===== config.mk =====
export PLATFORM = sky130hd
export DESIGN_NAME = adder_tree_pipe_acc_flat
export DESIGN_NICKNAME = d
export VERILOG_FILES = /design/src/rtl/adder_tree_pipe_acc_pkg.sv /design/src/rtl/adder_tree_pipe_acc_if.sv /design/src/rtl/adder_tree_pipe_acc_level.sv /design/src/rtl/adder_tree_pipe_acc.sv /design/src/flat_wrapper.sv
export SDC_FILE = /design/constraint.sdc
export NUM_CORES = 1
export LEC_CHECK = 0
export ABC_AREA = 1
export CORE_MARGIN = 2
export CORE_UTILIZATION = 35
export CTS_BUF_LIST = sky130_fd_sc_hd__clkbuf_8
export DETAILED_ROUTE_END_ITERATION = 8
export DONT_BUFFER_PORTS = 1
export PLACE_DENSITY = 0.58
export SYNTH_ARGS = -nofsm -noshare
export SYNTH_HDL_FRONTEND = slang
export SYNTH_SLANG_ARGS = --single-unit

===== constraint.sdc =====
create_clock -name clk -period 6.4 [get_ports clk]
set_clock_uncertainty 0.15 [all_clocks]
set_input_delay 0.32 -clock clk [delete_from_list [all_inputs] [get_ports clk]]
set_output_delay 0.32 -clock clk [all_outputs]
set_load 0.02 [all_outputs]

===== src/rtl/adder_tree_pipe_acc_pkg.sv =====
// Shared helpers for the pipelined adder-tree accumulator.
//   tree_nodes  : node count at a given reduction level (odd nodes pass through)
//   pipe_stages : number of registered tree stages for a given level count
//   sat_add     : 64-bit add with range check against a w-bit signed/unsigned
//                 window, optional clamp to the window limits
package snn_ff_pkg;

  typedef struct packed {
    logic [63:0] val;
    logic        ovf;
  } sat_res_t;

  function automatic int unsigned tree_nodes(int unsigned num, int unsigned level);
    int unsigned n;
    n = num;
    for (int unsigned i = 0; i < level; i++) n = (n + 1) / 2;
    return n;
  endfunction

  function automatic int unsigned pipe_stages(int unsigned levels, int unsigned every);
    return (levels + every - 1) / every;
  endfunction

  // Operands arrive already extended to 64 bits; w must be below 64.
  function automatic sat_res_t sat_add(logic [63:0] a, logic [63:0] b, int unsigned w,
                                       logic is_signed, logic saturate);
    sat_res_t    r;
    logic [63:0] s, mx, mn;
    s = a + b;
    if (is_signed) begin
      mx    = (64'd1 << (w - 1)) - 64'd1;
      mn    = ~mx;
      r.ovf = ($signed(s) > $signed(mx)) || ($signed(s) < $signed(mn));
    end else begin
      mx    = (64'd1 << w) - 64'd1;
      mn    = '0;
      r.ovf = (s > mx);
    end
    r.val = s;
    if (r.ovf && saturate) r.val = (is_signed && s[63]) ? mn : mx;
    return r;
  endfunction

endpackage


===== src/rtl/adder_tree_pipe_acc_if.sv =====
// Beat input / packet output handshake bundle for adder_tree_pipe_acc.
//   in_valid/in_ready/in_data/in_last : beat stream into the tree
//   out_valid/out_ready/out_sum/out_ovf : packet totals out of the accumulator
// master = producer/consumer side, slave = the reduction block.
interface adder_tree_pipe_acc_if #(
  parameter int unsigned NUM       = 16,
  parameter int unsigned IN_WIDTH  = 10,
  parameter int unsigned ACC_WIDTH = IN_WIDTH + $clog2(NUM) + 6
);
  logic                    in_valid;
  logic                    in_ready;
  logic [NUM*IN_WIDTH-1:0] in_data;
  logic                    in_last;
  logic                    out_valid;
  logic                    out_ready;
  logic [ACC_WIDTH-1:0]    out_sum;
  logic                    out_ovf;

  modport master (
    output in_valid, in_data, in_last, out_ready,
    input  in_ready, out_valid, out_sum, out_ovf
  );

  modport slave (
    input  in_valid, in_data, in_last, out_ready,
    output in_ready, out_valid, out_sum, out_ovf
  );
endinterface


===== src/rtl/adder_tree_pipe_acc_level.sv =====
// One pairwise-add level of the reduction tree.
//   clk, rst_n      : clock, async active-low reset
//   adv_i           : global pipeline advance
//   valid_i, last_i : beat valid / last-of-packet travelling with the data
//   data_i          : NUM_IN words of W_IN bits
//   valid_o, last_o : delayed (REG=1) or passed-through (REG=0) sideband
//   data_o          : ceil(NUM_IN/2) words of W_IN+1 bits; odd word passes through
module adder_tree_level #(
  parameter int unsigned NUM_IN = 2,
  parameter int unsigned W_IN   = 8,
  parameter int unsigned SIGNED = 0,
  parameter int unsigned REG    = 1
) (
  input  logic                                 clk,
  input  logic                                 rst_n,
  input  logic                                 adv_i,
  input  logic                                 valid_i,
  input  logic                                 last_i,
  input  logic [NUM_IN*W_IN-1:0]               data_i,
  output logic                                 valid_o,
  output logic                                 last_o,
  output logic [((NUM_IN+1)/2)*(W_IN+1)-1:0]   data_o
);
  localparam int unsigned NUM_OUT = (NUM_IN + 1) / 2;
  localparam int unsigned W_OUT   = W_IN + 1;

  logic [NUM_OUT*W_OUT-1:0] sum_d;

  for (genvar i = 0; i < NUM_OUT; i++) begin : g_node
    logic [W_OUT-1:0] a_ext;
    assign a_ext = {(SIGNED != 0) & data_i[2*i*W_IN + W_IN - 1], data_i[2*i*W_IN +: W_IN]};
    if (2*i + 1 < NUM_IN) begin : g_pair
      logic [W_OUT-1:0] b_ext;
      assign b_ext = {(SIGNED != 0) & data_i[(2*i+1)*W_IN + W_IN - 1],
                      data_i[(2*i+1)*W_IN +: W_IN]};
      assign sum_d[i*W_OUT +: W_OUT] = a_ext + b_ext;
    end else begin : g_pass
      assign sum_d[i*W_OUT +: W_OUT] = a_ext;
    end
  end

  if (REG != 0) begin : g_reg
    logic                     valid_q, last_q;
    logic [NUM_OUT*W_OUT-1:0] data_q;
    always_ff @(posedge clk or negedge rst_n) begin
      if (!rst_n) begin
        valid_q <= 1'b0;
        last_q  <= 1'b0;
        data_q  <= '0;
      end else if (adv_i) begin
        valid_q <= valid_i;
        last_q  <= last_i;
        data_q  <= sum_d;
      end
    end
    assign valid_o = valid_q;
    assign last_o  = last_q;
    assign data_o  = data_q;
  end else begin : g_comb
    logic unused_ctl;
    assign unused_ctl = clk ^ rst_n ^ adv_i;
    assign valid_o    = valid_i;
    assign last_o     = last_i;
    assign data_o     = sum_d;
  end
endmodule


===== src/rtl/adder_tree_pipe_acc.sv =====
// Pipelined reduction tree + packet accumulator for SNN neuron integration.
// Each accepted beat of NUM words is summed exactly by $clog2(NUM) pairwise-add
// levels (registered every PIPE_EVERY levels and on the final level), then added
// into a per-packet accumulator that saturates or wraps at ACC_WIDTH bits.
//   clk, rst_n : clock, async active-low reset
//   bus        : slave side of adder_tree_pipe_acc_if (beats in, packet totals out)
// The whole pipeline stalls as one unit on output backpressure, so in_ready is
// just the advance signal.
module adder_tree_pipe_acc
  import snn_ff_pkg::*;
#(
  parameter int unsigned NUM        = 16,
  parameter int unsigned IN_WIDTH   = 10,
  parameter int unsigned SIGNED     = 0,
  parameter int unsigned PIPE_EVERY = 1,
  parameter int unsigned ACC_WIDTH  = IN_WIDTH + $clog2(NUM) + 6,
  parameter int unsigned SATURATE   = 1
) (
  input  logic                 clk,
  input  logic                 rst_n,
  adder_tree_pipe_acc_if.slave bus
);
  localparam int unsigned LEVELS = $clog2(NUM);
  localparam int unsigned TW     = IN_WIDTH + LEVELS;

  logic                 adv;
  logic                 out_valid_q, out_valid_d;
  logic [ACC_WIDTH-1:0] out_sum_q, out_sum_d;
  logic                 out_ovf_q, out_ovf_d;
  logic [ACC_WIDTH-1:0] acc_q, acc_d;
  logic                 first_q, first_d;
  logic                 sticky_q, sticky_d;

  assign adv          = !out_valid_q || bus.out_ready;
  assign bus.in_ready = adv;

  // Level 0 is the raw input; each later level reads the one below it.
  for (genvar l = 0; l <= LEVELS; l++) begin : g_lvl
    localparam int unsigned NN = tree_nodes(NUM, l);
    localparam int unsigned W  = IN_WIDTH + l;
    logic [NN*W-1:0] data;
    logic            valid, last;
    if (l == 0) begin : g_src
      assign data  = bus.in_data;
      assign valid = bus.in_valid;
      assign last  = bus.in_last;
    end else begin : g_stage
      adder_tree_level #(
        .NUM_IN (tree_nodes(NUM, l - 1)),
        .W_IN   (W - 1),
        .SIGNED (SIGNED),
        .REG    ((((l % PIPE_EVERY) == 0) || (l == LEVELS)) ? 1 : 0)
      ) u_level (
        .clk     (clk),
        .rst_n   (rst_n),
        .adv_i   (adv),
        .valid_i (g_lvl[l-1].valid),
        .last_i  (g_lvl[l-1].last),
        .data_i  (g_lvl[l-1].data),
        .valid_o (valid),
        .last_o  (last),
        .data_o  (data)
      );
    end
  end

  logic [TW-1:0] tree_sum;
  logic          tree_vld, tree_last;
  logic [63:0]   tree_ext, acc_ext;
  sat_res_t      res;
  logic          unused_hi;

  assign tree_sum  = g_lvl[LEVELS].data;
  assign tree_vld  = g_lvl[LEVELS].valid;
  assign tree_last = g_lvl[LEVELS].last;
  assign tree_ext  = {{(64-TW){(SIGNED != 0) & tree_sum[TW-1]}}, tree_sum};
  assign acc_ext   = {{(64-ACC_WIDTH){(SIGNED != 0) & acc_q[ACC_WIDTH-1]}}, acc_q};
  assign res       = sat_add(first_q ? '0 : acc_ext, tree_ext, ACC_WIDTH,
                             SIGNED != 0, SATURATE != 0);
  assign unused_hi = ^res.val[63:ACC_WIDTH];

  always_comb begin
    out_valid_d = out_valid_q;
    out_sum_d   = out_sum_q;
    out_ovf_d   = out_ovf_q;
    acc_d       = acc_q;
    first_d     = first_q;
    sticky_d    = sticky_q;
    if (adv) begin
      // A held result is consumed on this edge, or there was none; either way
      // the slot reloads only when a last beat leaves the tree.
      out_valid_d = tree_vld && tree_last;
      if (tree_vld) begin
        if (tree_last) begin
          out_sum_d = res.val[ACC_WIDTH-1:0];
          out_ovf_d = sticky_q | res.ovf;
          acc_d     = '0;
          sticky_d  = 1'b0;
          first_d   = 1'b1;
        end else begin
          acc_d     = res.val[ACC_WIDTH-1:0];
          sticky_d  = sticky_q | res.ovf;
          first_d   = 1'b0;
        end
      end
    end
  end

  always_ff @(posedge clk or negedge rst_n) begin
    if (!rst_n) begin
      out_valid_q <= 1'b0;
      out_sum_q   <= '0;
      out_ovf_q   <= 1'b0;
      acc_q       <= '0;
      first_q     <= 1'b1;
      sticky_q    <= 1'b0;
    end else begin
      out_valid_q <= out_valid_d;
      out_sum_q   <= out_sum_d;
      out_ovf_q   <= out_ovf_d;
      acc_q       <= acc_d;
      first_q     <= first_d;
      sticky_q    <= sticky_d;
    end
  end

  assign bus.out_valid = out_valid_q;
  assign bus.out_sum   = out_sum_q;
  assign bus.out_ovf   = out_ovf_q;
endmodule

===== src/flat_wrapper.sv =====
// flat-port wrapper written by rule: the top's interface ports become plain ports
module adder_tree_pipe_acc_flat import snn_ff_pkg::*;
#(
  parameter int unsigned NUM        = 16,
  parameter int unsigned IN_WIDTH   = 10,
  parameter int unsigned SIGNED     = 0,
  parameter int unsigned PIPE_EVERY = 1,
  parameter int unsigned ACC_WIDTH  = IN_WIDTH + $clog2(NUM) + 6,
  parameter int unsigned SATURATE   = 1
)
  (clk, rst_n, bus_in_valid, bus_in_data, bus_in_last, bus_out_ready, bus_in_ready, bus_out_valid, bus_out_sum, bus_out_ovf);
  adder_tree_pipe_acc_if #(.NUM(NUM), .IN_WIDTH(IN_WIDTH), .ACC_WIDTH(ACC_WIDTH)) bus_i ();
  input  logic clk;
  input  logic rst_n;
  input wire logic [$bits(bus_i.in_valid)-1:0] bus_in_valid;
  input wire logic [$bits(bus_i.in_data)-1:0] bus_in_data;
  input wire logic [$bits(bus_i.in_last)-1:0] bus_in_last;
  input wire logic [$bits(bus_i.out_ready)-1:0] bus_out_ready;
  output wire logic [$bits(bus_i.in_ready)-1:0] bus_in_ready;
  output wire logic [$bits(bus_i.out_valid)-1:0] bus_out_valid;
  output wire logic [$bits(bus_i.out_sum)-1:0] bus_out_sum;
  output wire logic [$bits(bus_i.out_ovf)-1:0] bus_out_ovf;
  assign bus_i.in_valid = bus_in_valid;
  assign bus_i.in_data = bus_in_data;
  assign bus_i.in_last = bus_in_last;
  assign bus_i.out_ready = bus_out_ready;
  assign bus_in_ready = bus_i.in_ready;
  assign bus_out_valid = bus_i.out_valid;
  assign bus_out_sum = bus_i.out_sum;
  assign bus_out_ovf = bus_i.out_ovf;
  adder_tree_pipe_acc #(.NUM(NUM), .IN_WIDTH(IN_WIDTH), .SIGNED(SIGNED), .PIPE_EVERY(PIPE_EVERY), .ACC_WIDTH(ACC_WIDTH), .SATURATE(SATURATE)) u_core (.clk(clk), .rst_n(rst_n), .bus(bus_i));
endmodule

# After elaboration in Yosys (flattened, before gate mapping)
# Cells that the tools add are included.
[totals]
out_inout_bits = 23
reg_bits = 228
[op_classes]
bitwise = 1
addsub = 16
n_lt_le_gt_ge = 1
n_reduce_logical = 5
muxes = 5
[op_table]
columns = ["op", "n"]
rows = [
  ["adder 10 x 10 -> 11 bit", 8],
  ["> comparator 64 x 20 -> 1 bit (second input constant)", 1],
  ["2-to-1 mux 20 bit", 3],
  ["adder 11 x 11 -> 12 bit", 4],
  ["adder 12 x 12 -> 13 bit", 2],
  ["adder 20 x 14 -> 21 bit", 1],
  ["adder 13 x 13 -> 14 bit", 1],
  ["AND reduction 3 bit", 1],
  ["2-to-1 mux 1 bit", 2],
  ["AND reduction 2 bit", 1],
  ["logical AND 1 bit", 1],
  ["logical NOT 1 bit", 1],
  ["logical OR 1 bit", 1],
  ["bitwise OR 1 bit", 1],
]

# Depth between registers and ports, before layout
# Gate-level depths: netlist (run 1).
[logic_depth]
ltp_word = 5
mapped_depth = 18

# Hierarchy
# A second synthesis (run 1) with hierarchy kept.
[unflattened]
cells_unflattened = 2591
hier_area_um2 = 17840.9
[by_module_without_submodules]
columns = ["mod", "area_per_inst_um2", "seq_area_each_um2", "cells_each", "n_inst"]
rows = [
  ["adder_tree_level (u_core.g_lvl[1].g_stage.u_level)", 7154.4, 2252.2, 1007, 1],
  ["adder_tree_level (u_core.g_lvl[2].g_stage.u_level)", 4011.3, 1251.2, 591, 1],
  ["adder_tree_pipe_acc", 3010.4, 1102.3, 436, 1],
  ["adder_tree_level (u_core.g_lvl[3].g_stage.u_level)", 2301.0, 700.7, 350, 1],
  ["adder_tree_level (u_core.g_lvl[4].g_stage.u_level)", 1363.8, 400.4, 207, 1],
]

# Worst setup path before layout (run 1)
# No wires, ideal clock.
[synth_timing]
kind = "flip-flop to flip-flop"
startpoint = "register u_core.first_q"
endpoint = "register u_core.acc_q[10]"
period_less_slack_ps = 2570
t_required_ps = 6126
setup_slack_ps = 3830
arrival_ps = 2296
stages_incl_launch_ff = 19
path_buffers = 3
path_cell_list = "dfstp_2 -> buf_4 -> clkbuf_1 -> nor2_1 -> ha_1 -> inv_1 -> fa_1 -> inv_1 -> nand3_1 -> nand2_2 -> nand3_2 -> nand2_2 -> nand2_2 -> nand2_2 -> nand2_2 -> buf_6 -> nand2_1 -> nand2_1 -> o21ai_2"
[synth_between]
elab_chain_len = 5
[synth_rtl]
columns = ["item", "line_no", "source"]
rows = [
  ["start: declaration", "adder_tree_pipe_acc.sv:31", "logic first_q, first_d;"],
  ["start signal: assignment", "adder_tree_pipe_acc.sv:122", "first_q <= first_d;"],
  ["2-to-1 mux 20 bit (*)", "adder_tree_pipe_acc.sv:78", "assign res = sat_add(first_q ? '0 : acc_ext, tree_ext, ACC_WIDTH,"],
  ["adder 20 x 14 -> 21 bit (*)", "adder_tree_pipe_acc_pkg.sv:29", "s = a + b;"],
  ["> comparator 64 x 20 -> 1 bit", "adder_tree_pipe_acc_pkg.sv:37", "r.ovf = (s > mx);"],
  ["2-to-1 mux 20 bit (*)", "adder_tree_pipe_acc_pkg.sv:40", "if (r.ovf && saturate) r.val = (is_signed && s[63]) ? mn : mx;"],
  ["2-to-1 mux 20 bit (*)", "adder_tree_pipe_acc.sv:94", "if (tree_last) begin"],
  ["end signal: assignment", "adder_tree_pipe_acc.sv:114", "acc_q <= '0;"],
  ["end signal: assignment", "adder_tree_pipe_acc.sv:121", "acc_q <= acc_d;"],
  ["end: declaration", "adder_tree_pipe_acc.sv:30", "logic [ACC_WIDTH-1:0] acc_q, acc_d;"],
]
# Every way passes the cells marked *; elsewhere a longest branch is shown, timed or not.
# A chain may end at the register's enable or synchronous reset.

# Worst setup path after layout (run 1)
[layout_timing]
startpoint = "input bus_in_data[158]"
endpoint = "register u_core.g_lvl[1].g_stage.u_level.g_reg.data_q[86]"
[layout_between]
elab_chain_len = 1
[layout_rtl]
columns = ["item", "line_no", "source"]
rows = [
  ["start: declaration", "flat_wrapper.sv:16", "input wire logic [$bits(bus_i.in_data)-1:0] bus_in_data;"],
  ["adder 10 x 10 -> 11 bit", "adder_tree_pipe_acc_level.sv:36", "assign sum_d[i*W_OUT +: W_OUT] = a_ext + b_ext;"],
  ["end signal: assignment", "adder_tree_pipe_acc_level.sv:53", "data_q <= sum_d;"],
  ["end: declaration", "adder_tree_pipe_acc_level.sv:44", "logic [NUM_OUT*W_OUT-1:0] data_q;"],
]
# Every way passes these cells.

==> impl_metrics.sql, run 1 <==
INSERT INTO impl_metrics (metric_group, metric, value, unit) VALUES
('setup_path', 'rrSetupSlack', '3.16', 'ns'),
('setup_path', 'data_arrival_critical_path', '3.58', 'ns'),
('sta', 'unrepaired_setup_endpoints_after_global_routing', 'no', ''),
('route', 'drt_iter0_drc', '820', ''),
('synthesis', 'synth_warnings', '0', ''),
('synthesis', 'synth_adder_area_share', '14.72', '%'),
('setup_path', 'cp-start-kind', 'input pin', ''),
('status', 'run_status', 'complete, no violations', ''),
('synthesis', 'synth_top_family_by_area', 'simple AND/OR/NAND/NOR gates', ''),
('synthesis', 'synthDominantAreaCellType', 'dfrtp_1', ''),
('power', 'seq_power_share', '29.1', '%'),
('cts', 'post-cts-setup-buffer-count', '0', ''),
('sta', 'finalCriticalPeriod', '3.253', 'ns'),
('synthesis', 'number_of_distinct_standard_cells_referenced_by_the_synthesized_netlist', '41', ''),
('place', 'gp_routability_congestion', '0.8814', ''),
('synthesis', 'synth-async-reset-ratio', '100.0', '%'),
('power', 'power.combinational.fraction', '55.1', '%'),
('route', 'vias', '15860', ''),
('place', 'preCtsSetupSlack', '3.275', 'ns'),
('place', 'io_buffers', '0', ''),
('power', 'p_leak', '10.09', 'nW'),
('route', 'antenna_left', '0', ''),
('power', 'total_power', '8.909', 'mW'),
('final_layout', 'finalNonFillerCells', '3188', ''),
('setup_path', 'path_type_of_the_worst_setup_path', 'input pin to register', ''),
('route', 'route.detailed.wl_per_inst', '14.10', 'um'),
('route', 'wirelength', '44950', 'um'),
('floorplanning', 'die-area', '0.05051', 'sq mm'),
('synthesis', 'synth.yosys.seq_area_share', '33.46', '%'),
('sta', 'hold_violations', '0', ''),
('cts', 'cts_h_tree_lvls', '2', ''),
('run', 'timing.max_cap.violations', '0', ''),
('cts', 'insertion_delay', '0.62', 'ns'),
('final_layout', 'antenna_cells', '0', ''),
('global_route', 'grt_first_pass_wirelength', '75440', 'um'),
('global_route', 'gr-total-overflow', '0', ''),
('global_route', 'grt_antenna_before_repair', '0', ''),
('place', 'dpl_cell_area', '0.01765', 'sq mm'),
('floorplanning', 'pin_count', '188', ''),
('route', 'router_iterations_before_antenna_repair', '5', ''),
('sta', 'final-setup-viol-count', '0', ''),
('synthesis', 'postSynth.topFlopCell', 'dfrtp_1', ''),
('cts', 'root_buffer', 'clkbuf_8', ''),
('power', 'power.switching', '4.163', 'mW'),
('sta', 'timing.max_slew.rel_slack', '16.92', '%'),
('synthesis', 'count_of_state_elements_after_synthesis', '228', ''),
('route', 'route.detailed.drc', '0', ''),
('synthesis', 'post_synth_instance_area', '0.01705', 'sq mm'),
('sta', 'finalWorstSetupSlack', '3.147', 'ns'),
('global_route', 'largest_net_degree_at_the_start_of_global_routing', '229', ''),
('place', 'placed_cells', '2935', ''),
('final_layout', 'finish.net_count', '2898', ''),
('sta', 'period_share', '50.83', '%'),
('floorplanning', 'rows', '80', ''),
('synthesis', 'synth_simple_gate_area_share', '27.70', '%'),
('hold_path', 'hp-class', 'input pin to register', ''),
('synthesis', 'synth_top_area_share', '33.31', '%'),
('power', 'peakVddDrop', '0.1450', 'mV'),
('power', 'swShare', '46.73', '%'),
('sta', 'tns', '0', 'ns'),
('final_layout', 'fraction_of_layout_instances_using_a_drive_strength_above_1', '4.936', '%'),
('final_layout', 'layout.cell_area.non_filler', '0.02027', 'sq mm'),
('synthesis', 'syn-num-nets', '2725', ''),
('final_layout', 'layout-area-overhead-vs-synth', '18.88', '%'),
('floorplanning', 'floorplan.die.width', '224.7', 'um'),
('cts', 'cts-buffers-inserted', '44', ''),
('sta', 'tightest_slew', '1.246', 'ns'),
('floorplanning', 'fp.dieH', '224.7', 'um'),
('cts', 'cts_sinks', '228', ''),
('cts', 'path_clk_slew', '0.06', 'ns'),
('power', 'p_int', '4.746', 'mW');
-- per-layer routing --
| layer | up-vias | global-route usage (%) | wire [um] |
|---|---|---|---|
| met5 | - | 0 | 0 |
| met4 | 0 | 5.640 | 1037 |
| met3 | 74 | 2.782 | 1794 |
| met2 | 311 | 29.53 | 20320 |
| met1 | 7293 | 24.07 | 21800 |
| li1 | 8182 | - | - |
-- registers in the layout, indices dropped and copies added, names as in the netlist --
signal,cells
u_core.g_lvl.g_stage.u_level.last_o,4
u_core.first_q,1
u_core.bus.out_ovf,1
u_core.bus.out_valid,1
u_core.acc_q,20
u_core.bus.out_sum,20
u_core.g_lvl.g_stage.u_level.data_o,176
u_core.sticky_q,1
u_core.g_lvl.g_stage.u_level.valid_o,4
-- worst max-delay path, cell delays in order --
cell	delay (ns)
dlygate4sd3_1	0.56
ha_1	0.32
dlygate4sd3_1	0.58
inv_1	0.06
nor3_1	0.22
nand3_1	0.16
nand3_1	0.11
nand2_1	0.04
dlygate4sd3_1	0.54
nand3_1	0.06
dlygate4sd3_1	0.55
nand2_1	0.05
-- kinds of logic (layout without fill, tap and decap cells) --
| family | Yosys count | in the layout |
|---|---|---|
| compound gates | 440 | 440 |
| xor+xnor | 39 | 39 |
| fa+ha+maj | 191 | 191 |
| buf+inv | 337 | 541 |
| flops | 228 | 228 |
| simple gates | 1134 | 1134 |
-- cell usage in the layout (no fill, tap or decap), drive strengths merged, types with 36 or more instances in the layout --
cell and count:
or2 36, nor2 229, dfrtp 227, nand2 654, nand3 156, a31oi 71, o21ai 189, dlygate4sd3 174
ha 175, inv 299, clkbuf 53, a21oi 123
-- area by class of cell --
| cell class | instances | area, sq um |
|---|---|---|
| sequential | 228 | 5707 |
| timing repair buffer | 180 | 1832 |
| multi-input combinational | 1804 | 10050 |
| tap | 615 | 769.5 |
| inverter | 284 | 1074 |
| clock inverter | 24 | 116.4 |
| fill | 4921 | 27670 |
| clock buffer | 53 | 729.5 |
-- worst paths after layout --
| check | start | end | cells past startpoint |
|---|---|---|---|
| worst max-delay path | bus_in_data[158] | u_core.g_lvl[1].g_stage.u_level.data_o[86] | 12 |
| worst min-delay path | bus_out_ready | u_core.g_lvl[3].g_stage.u_level.valid_o | 4 |
| worst max register to register | u_core.bus.out_valid | u_core.g_lvl[1].g_stage.u_level.data_o[57] | 8 |
| worst min register to register | u_core.g_lvl[2].g_stage.u_level.valid_o | u_core.g_lvl[3].g_stage.u_level.valid_o | 2 |
| max in group asynchronous | rst_n | u_core.g_lvl[3].g_stage.u_level.data_o[21] | 2 |
| min in group asynchronous | rst_n | u_core.g_lvl[2].g_stage.u_level.valid_o | 2 |
-- power by group through the flow --
stage          Clock (mW)  Combinational (mW)  Sequential (mW)
2_1_floorplan           0                3.77             2.41
3_3_place_gp            0                4.63             2.61
3_5_place_dp            0                4.70             2.62
4_1_cts              1.48                4.92             2.60
5_1_grt              1.54                5.71             2.66
6_report             1.41                4.91             2.59
-- timing repair --
item,4_1_cts,5_1_grt
hold buffers,175,0
endpoints found under the hold margin,308,0
gates resized for setup,0,0
setup endpoints to repair,0,0
Note: power is estimated with default switching activity, not from simulation.
==> run 2: changes to the inputs <==
==> constraint.sdc (replaced) <==
create_clock -name clk -period 3.2 [get_ports clk]
set_clock_uncertainty 0.15 [all_clocks]
set_input_delay 0.16 -clock clk [delete_from_list [all_inputs] [get_ports clk]]
set_output_delay 0.16 -clock clk [all_outputs]
set_load 0.02 [all_outputs]
==> run 2 against run 1 <==
Compared with the run above: the flow now finishes with violations (negative hold slack); combinational power is 110% higher; non-clock buffer count is 121 higher; global-route usage is 0.39 points higher; clock-buffer cell count is 1 higher; setup slack worse by 3.1 ns.
==> impl_metrics.sql, run 2 (synthesized netlist as in run 1, its figures left out) <==
INSERT INTO impl_metrics (metric_group, metric, value, unit) VALUES
('setup_path', 'cp.required', '3.59', 'ns'),
('floorplanning', 'floorplan.die.width', '224.7', 'um'),
('final_layout', 'largest_register_ffs', '176', ''),
('place', 'io_buffers', '0', ''),
('route', 'routed_met1_length', '21450', 'um'),
('route', 'met3_length', '1803', 'um'),
('cts', 'cts_sinks', '228', ''),
('cts', 'number_of_buffers_between_clock_root_and_the_deepest_sink', '3', ''),
('route', 'antenna_left', '0', ''),
('setup_path', 'r2r_start', 'u_core.first_q', ''),
('status', 'run_status', 'finished, violations left', ''),
('power', 'total_power', '18.44', 'mW'),
('place', 'dpl_cell_area', '0.01773', 'sq mm'),
('final_layout', 'finalNonFillerCells', '3314', ''),
('global_route', 'grt_first_pass_wirelength', '77420', 'um'),
('floorplanning', 'fp.dieH', '224.7', 'um'),
('setup_path', 'cp-start-kind', 'input pin', ''),
('place', 'hpwl', '32130', 'um'),
('final_layout', 'most-common-layout-cells', 'nand2_1, inv_1, dlygate4sd3_1, dfrtp_1, nor2_1', ''),
('route', 'routed_via_density', '4.944', ''),
('route', 'wl_met2', '21110', 'um'),
('power', 'p_per_area', '852.6', 'mW/mm^2'),
('final_layout', 'finish.net_count', '3019', ''),
('cts', 'insertion_delay', '0.61', 'ns'),
('final_layout', 'multi_input_area', '0.01011', 'sq mm'),
('power', 'peakVddDrop', '0.4052', 'mV'),
('setup_path', 'critical_path.endpoint_type', 'register', ''),
('route', 'router_iterations_before_antenna_repair', '5', ''),
('sta', 'hold_violations', '228', ''),
('cts', 'cts.hold.buffers_added', '288', ''),
('global_route', 'grt_antenna_before_repair', '0', ''),
('sta', 'finalCriticalPeriod', '3.190', 'ns'),
('floorplanning', 'die-area', '0.05051', 'sq mm'),
('sta', 'period_share', '99.69', '%'),
('route', 'highest_metal_layer_with_signal_wires', 'met4', ''),
('final_layout', 'most_frequent_standard_cell_in_the_layout_excluding_fill_and_tap_cells', 'nand2_1', ''),
('cts', 'cts-buffers-inserted', '44', ''),
('cts', 'root_buffer', 'clkbuf_8', ''),
('final_layout', 'fraction_of_layout_instances_using_a_drive_strength_above_1', '5.819', '%'),
('floorplanning', 'rows', '80', ''),
('global_route', 'largest_net_degree_at_the_start_of_global_routing', '229', ''),
('place', 'placed_cells', '2945', ''),
('cts', 'cts_tree', 'done', ''),
('status', 'violations', 'negative hold slack', ''),
('setup_path', 'timing.rr.end', 'u_core.acc_q[18]', ''),
('setup_path', 'rrSetupSlack', '0.30', 'ns'),
('global_route', 'gr-total-overflow', '0', ''),
('floorplanning', 'core_area', '0.04795', 'sq mm'),
('route', 'wirelength', '45250', 'um'),
('sta', 'timing.fmax', '313.5', 'MHz'),
('sta', 'finalMaxSlewViolations', '0', ''),
('floorplanning', 'starting_density_of_the_core', '35.57', '%'),
('global_route', 'grt_pass1_vias', '16460', ''),
('cts', 'post-cts-setup-buffer-count', '0', ''),
('setup_path', 'path_type_of_the_worst_setup_path', 'input pin to register', ''),
('setup_path', 'worst-path-max-fanout', '3', ''),
('cts', 'path_clk_slew', '0.06', 'ns'),
('setup_path', 'data_arrival_critical_path', '3.58', 'ns'),
('sta', 'tightest_slew', '0.7712', 'ns'),
('global_route', 'global_route.usage.total', '18.29', '%'),
('sta', 'whs', '-0.8972', 'ns'),
('final_layout', 'final-seq-area', '0.005707', 'sq mm'),
('route', 'vias', '16380', ''),
('power', 'p_leak', '10.62', 'nW'),
('route', 'route.detailed.drc', '0', ''),
('hold_path', 'hp-class', 'input pin to asynchronous set/reset pin', ''),
('cts', 'cts_h_tree_lvls', '2', ''),
('run', 'timing.max_cap.violations', '0', ''),
('sta', 'final-setup-viol-count', '0', ''),
('floorplanning', 'pin_count', '188', ''),
('sta', 'timing.max_slew.rel_slack', '48.59', '%'),
('route', 'route.detailed.wl_per_inst', '13.65', 'um'),
('final_layout', 'layout.cell_area.non_filler', '0.02163', 'sq mm'),
('route', 'drt_iter0_drc', '785', ''),
('place', 'gp_routability_congestion', '0.8918', ''),
('final_layout', 'layout-area-overhead-vs-synth', '26.86', '%'),
('setup_path', 'timing.reg2reg.worst_path_depth', '16', ''),
('final_layout', 'fillerInstances', '4809', '');
-- run 2: what timing repair did --
| item | in CTS | in global routing |
|---|---|---|
| endpoints found under the setup margin | 0 | 11 |
| gates resized for setup | 0 | 22 |
| hold endpoints to repair | 376 | 228 |
-- run 2: layout make-up --
class,instances,area share [%]
Multi-Input combinational cell,1804,46.74
Sequential cell,228,26.38
Timing Repair Buffer,301,13.90
Inverter,284,4.962
Tap cell,615,3.557
Clock buffer,54,3.435
Clock inverter,27,1.012
Antenna cell,1,0.01157
-- run 2: worst max path at each step --
stage / startpoint / end / slack [ns] / depth (start not counted)
after floorplan: u_core.first_q / u_core.acc_q[10] / 0.63 / 18
after global placement: u_core.first_q / u_core.acc_q[18] / 0.42 / 16
after detailed placement: u_core.first_q / u_core.acc_q[19] / 0.30 / 16
after CTS: bus_in_data[17] / u_core.g_lvl[1].g_stage.u_level.data_o[9] / 0.06 / 12
after global routing: bus_in_data[156] / u_core.g_lvl[1].g_stage.u_level.data_o[86] / -0.03 / 12
final: bus_in_data[156] / u_core.g_lvl[1].g_stage.u_level.data_o[86] / 0.01 / 12
-- run 2: power by group --
group          leakage, nW  total [mW]  switching, mW  internal [mW]
clock network        0.530        3.14           1.35           1.79
registers             2.72        5.16           1.01           4.16
logic                 7.37        10.1           5.95           4.18
total                 10.6        18.4           8.32           10.1
-- run 2: through the flow --
stage | utilization, % | setup TNS [ns] | setup slack, ns
floorplan | - | 0 | 0.6301
global placement | 36.97 | 0 | 0.4195
detailed placement | 36.97 | 0 | 0.2959
CTS | 44.99 | 0 | 0.05581
global route | 45.12 | -0.06714 | -0.03457
finish | 45.12 | 0 | 0.009917
-- run 2: metal layers --
| layer | GRT usage [%] | up-vias |
|---|---|---|
| met5 | 0 | - |
| met4 | 4.486 | 0 |
| met3 | 3.214 | 75 |
| met2 | 31.24 | 319 |
| met1 | 23.98 | 7533 |
| li1 | - | 8457 |
-- run 2: critical path: stages --
cell and delay (ns):
dlygate4sd3_1 0.56, ha_1 0.32, dlygate4sd3_1 0.62, a21oi_2 0.19, o21ai_0 0.12, a21oi_1 0.22, nand3_1 0.10, nand2_1 0.06
dlygate4sd3_1 0.54, nand3_1 0.06, dlygate4sd3_1 0.56, nand2_1 0.06
==> run 3: changes to the inputs <==
==> constraint.sdc (replaced) <==
create_clock -name clk -period 3.2 [get_ports clk]
set_clock_uncertainty 0.15 [all_clocks]
set_input_delay 0.16 -clock clk [delete_from_list [all_inputs] [get_ports clk]]
set_output_delay 0.16 -clock clk [all_outputs]
set_load 0.05 [all_outputs]
==> run 3 against run 2 <==
Compared with the run above: the flow still finishes with violations (negative hold slack); sequential share of layout area rose by 0.21 points; clock power fell by 8.6%; register-to-register slack got worse by 0.04 ns; via count fell by 0.88%; non-clock buffer count fell by 5; sequential power rose by 4.3%; die area did not move; utilization fell by 0.33 points; combinational power barely moved; power rose by 0.35%; setup slack improved by 0.046 ns; largest power group unchanged; highest routed layer unchanged.
==> impl_metrics.sql, run 3 (synthesized netlist as in run 1, its figures left out) <==
INSERT INTO impl_metrics (metric_group, metric, value, unit) VALUES
('cts', 'cts-buffers-inserted', '44', ''),
('cts', 'insertion_delay', '0.60', 'ns'),
('sta', 'tightest_slew', '0.5135', 'ns'),
('final_layout', 'finalNonFillerCells', '3301', ''),
('setup_path', 'timing.critical_path.slowest_cell_delay', '0.62', 'ns'),
('run', 'timing.max_cap.violations', '0', ''),
('sta', 'period_share', '98.26', '%'),
('setup_path', 'cp-start-kind', 'input pin', ''),
('route', 'vias', '16240', ''),
('floorplanning', 'floorplan.die.width', '224.7', 'um'),
('place', 'dpl_cell_area', '0.01777', 'sq mm'),
('cts', 'cts_sinks', '228', ''),
('setup_path', 'critical-path-slowest-cell', 'dlygate4sd3_1', ''),
('floorplanning', 'die-area', '0.05051', 'sq mm'),
('final_layout', 'layout.cell_area.non_filler', '0.02148', 'sq mm'),
('setup_path', 'rrSetupSlack', '0.26', 'ns'),
('route', 'route.detailed.drc', '0', ''),
('sta', 'unrepaired_setup_endpoints_after_global_routing', 'no', ''),
('setup_path', 'cells_along_the_critical_path', 'dlygate4sd3_1 > ha_1 > dlygate4sd3_1 > inv_1 > nor3_2 > nand3_1 > nand3_1 > nand2_1 > dlygate4sd3_1 > nand3_1 > dlygate4sd3_1 > nand2_1', ''),
('setup_path', 'cp.required', '3.53', 'ns'),
('global_route', 'global_route.usage.total', '18.33', '%'),
('floorplanning', 'core_area', '0.04795', 'sq mm'),
('place', 'placed_cells', '2947', ''),
('global_route', 'grt_pass1_vias', '16410', ''),
('setup_path', 'critical_path.endpoint_type', 'register', ''),
('floorplanning', 'pin_count', '188', ''),
('sta', 'whs', '-0.8663', 'ns'),
('setup_path', 'data_arrival_critical_path', '3.47', 'ns'),
('sta', 'finalMaxSlewViolations', '0', ''),
('place', 'hpwl', '32680', 'um'),
('setup_path', 'timing.rr.end', 'u_core.bus.out_sum[9]', ''),
('status', 'violations', 'negative hold slack', ''),
('floorplanning', 'fp.dieH', '224.7', 'um'),
('global_route', 'gr-total-overflow', '0', ''),
('setup_path', 'timing.reg2reg.worst_path_depth', '14', ''),
('setup_path', 'worst_setup_path_startpoint', 'bus_in_data[18]', ''),
('power', 'p_leak', '10.55', 'nW'),
('route', 'route.detailed.wl_per_inst', '13.79', 'um'),
('hold_path', 'hp-class', 'input pin to asynchronous set/reset pin', ''),
('global_route', 'grt_first_pass_wirelength', '77510', 'um'),
('sta', 'finalCriticalPeriod', '3.144', 'ns'),
('setup_path', 'path_type_of_the_worst_setup_path', 'input pin to register', ''),
('final_layout', 'fraction_of_layout_instances_using_a_drive_strength_above_1', '5.510', '%'),
('place', 'preCtsSetupSlack', '0.2341', 'ns'),
('route', 'routed_via_density', '4.920', ''),
('setup_path', 'worst-path-max-fanout', '4', ''),
('route', 'antenna_left', '0', ''),
('power', 'peakVddDrop', '0.3162', 'mV'),
('sta', 'tns', '0', 'ns'),
('sta', 'finalWorstSetupSlack', '0.05569', 'ns'),
('final_layout', 'antenna_cells', '0', ''),
('place', 'io_buffers', '0', ''),
('final_layout', 'most_frequent_standard_cell_in_the_layout_excluding_fill_and_tap_cells', 'nand2_1', ''),
('cts', 'path_clk_slew', '0.05', 'ns'),
('setup_path', 'critPathCapture', 'u_core.g_lvl[1].g_stage.u_level.data_o[9]', ''),
('power', 'p_per_area', '861.9', 'mW/mm^2'),
('cts', 'number_of_buffers_between_clock_root_and_the_deepest_sink', '3', ''),
('sta', 'final-setup-viol-count', '0', ''),
('final_layout', 'finish.utilization', '44.79', '%'),
('cts', 'cts.hold.buffers_added', '284', ''),
('global_route', 'largest_net_degree_at_the_start_of_global_routing', '229', ''),
('cts', 'root_buffer', 'clkbuf_8', ''),
('route', 'router_iterations_before_antenna_repair', '7', ''),
('sta', 'timing.max_slew.rel_slack', '65.77', '%'),
('final_layout', 'most-common-layout-cells', 'nand2_1, inv_1, dlygate4sd3_1, dfrtp_1, nor2_1', ''),
('sta', 'hold_violations', '228', ''),
('place', 'gp_routability_congestion', '0.8950', ''),
('status', 'run_status', 'finished, violations left', ''),
('floorplanning', 'starting_density_of_the_core', '35.57', '%'),
('setup_path', 'r2r_start', 'u_core.first_q', ''),
('final_layout', 'layout-area-overhead-vs-synth', '25.93', '%'),
('route', 'wirelength', '45520', 'um'),
('floorplanning', 'rows', '80', ''),
('cts', 'cts_h_tree_lvls', '2', ''),
('final_layout', 'finish.net_count', '3014', ''),
('global_route', 'grt_antenna_before_repair', '0', ''),
('route', 'drt_iter0_drc', '844', ''),
('setup_path', 'crit_path_frequent_cell', 'dlygate4sd3_1', ''),
('cts', 'cts_tree', 'done', ''),
('sta', 'timing.fmax', '318.0', 'MHz'),
('final_layout', 'largest_register_ffs', '176', ''),
('power', 'total_power', '18.51', 'mW');
## run 3: cell type report
type	count	area (sq um)
inverters	284	1074
repair buffers	296	2970
well taps	615	769.5
flip-flops and latches	228	5710
fillers	4825	26470
multi-input cells	1804	10090
clock buffers	54	743.2
clock inverters	20	117.6
## run 3: worst max-delay path: cells and delay by family
kind                       cells  cell delay, ns
and+or+nand+nor                6            0.59
adders and majority gates      1            0.37
buffers and inverters          5            2.35
## run 3: worst min-delay path by stage
stage	startpoint	depth (start not counted)	slack, ns	end
after floorplan	rst_n	0	-0.29	u_core.acc_q[0]
after global placement	rst_n	0	-0.28	u_core.g_lvl[1].g_stage.u_level.last_o
after detailed placement	rst_n	0	-0.28	u_core.g_lvl[2].g_stage.u_level.last_o
after CTS	rst_n	0	-0.95	u_core.acc_q[6]
after global routing	rst_n	0	-0.93	u_core.acc_q[6]
final	rst_n	0	-0.87	u_core.g_lvl[2].g_stage.u_level.last_o
## run 3: repair_timing
action                     in CTS  in global routing
setup endpoints to repair       0                 15
setup buffers                   0                  1
hold endpoints to repair      343                228
gates resized for setup         0                 15
## run 3: routing by layer
layer	global-route usage, %	routed length, um	part of all wire (%)
met5	0	0	0
met4	4.678	896	2.0
met3	3.083	1819	4.0
met2	30.82	20960	46
met1	24.43	21840	48
## run 3: power by group
part           internal, mW  leakage [nW]  total (mW)  switching [mW]
sequential             4.15          2.72        5.38            1.23
clock                  1.59         0.489        2.87            1.28
combinational          4.20          7.34        10.3            6.05
total                  9.95          10.6        18.5            8.56
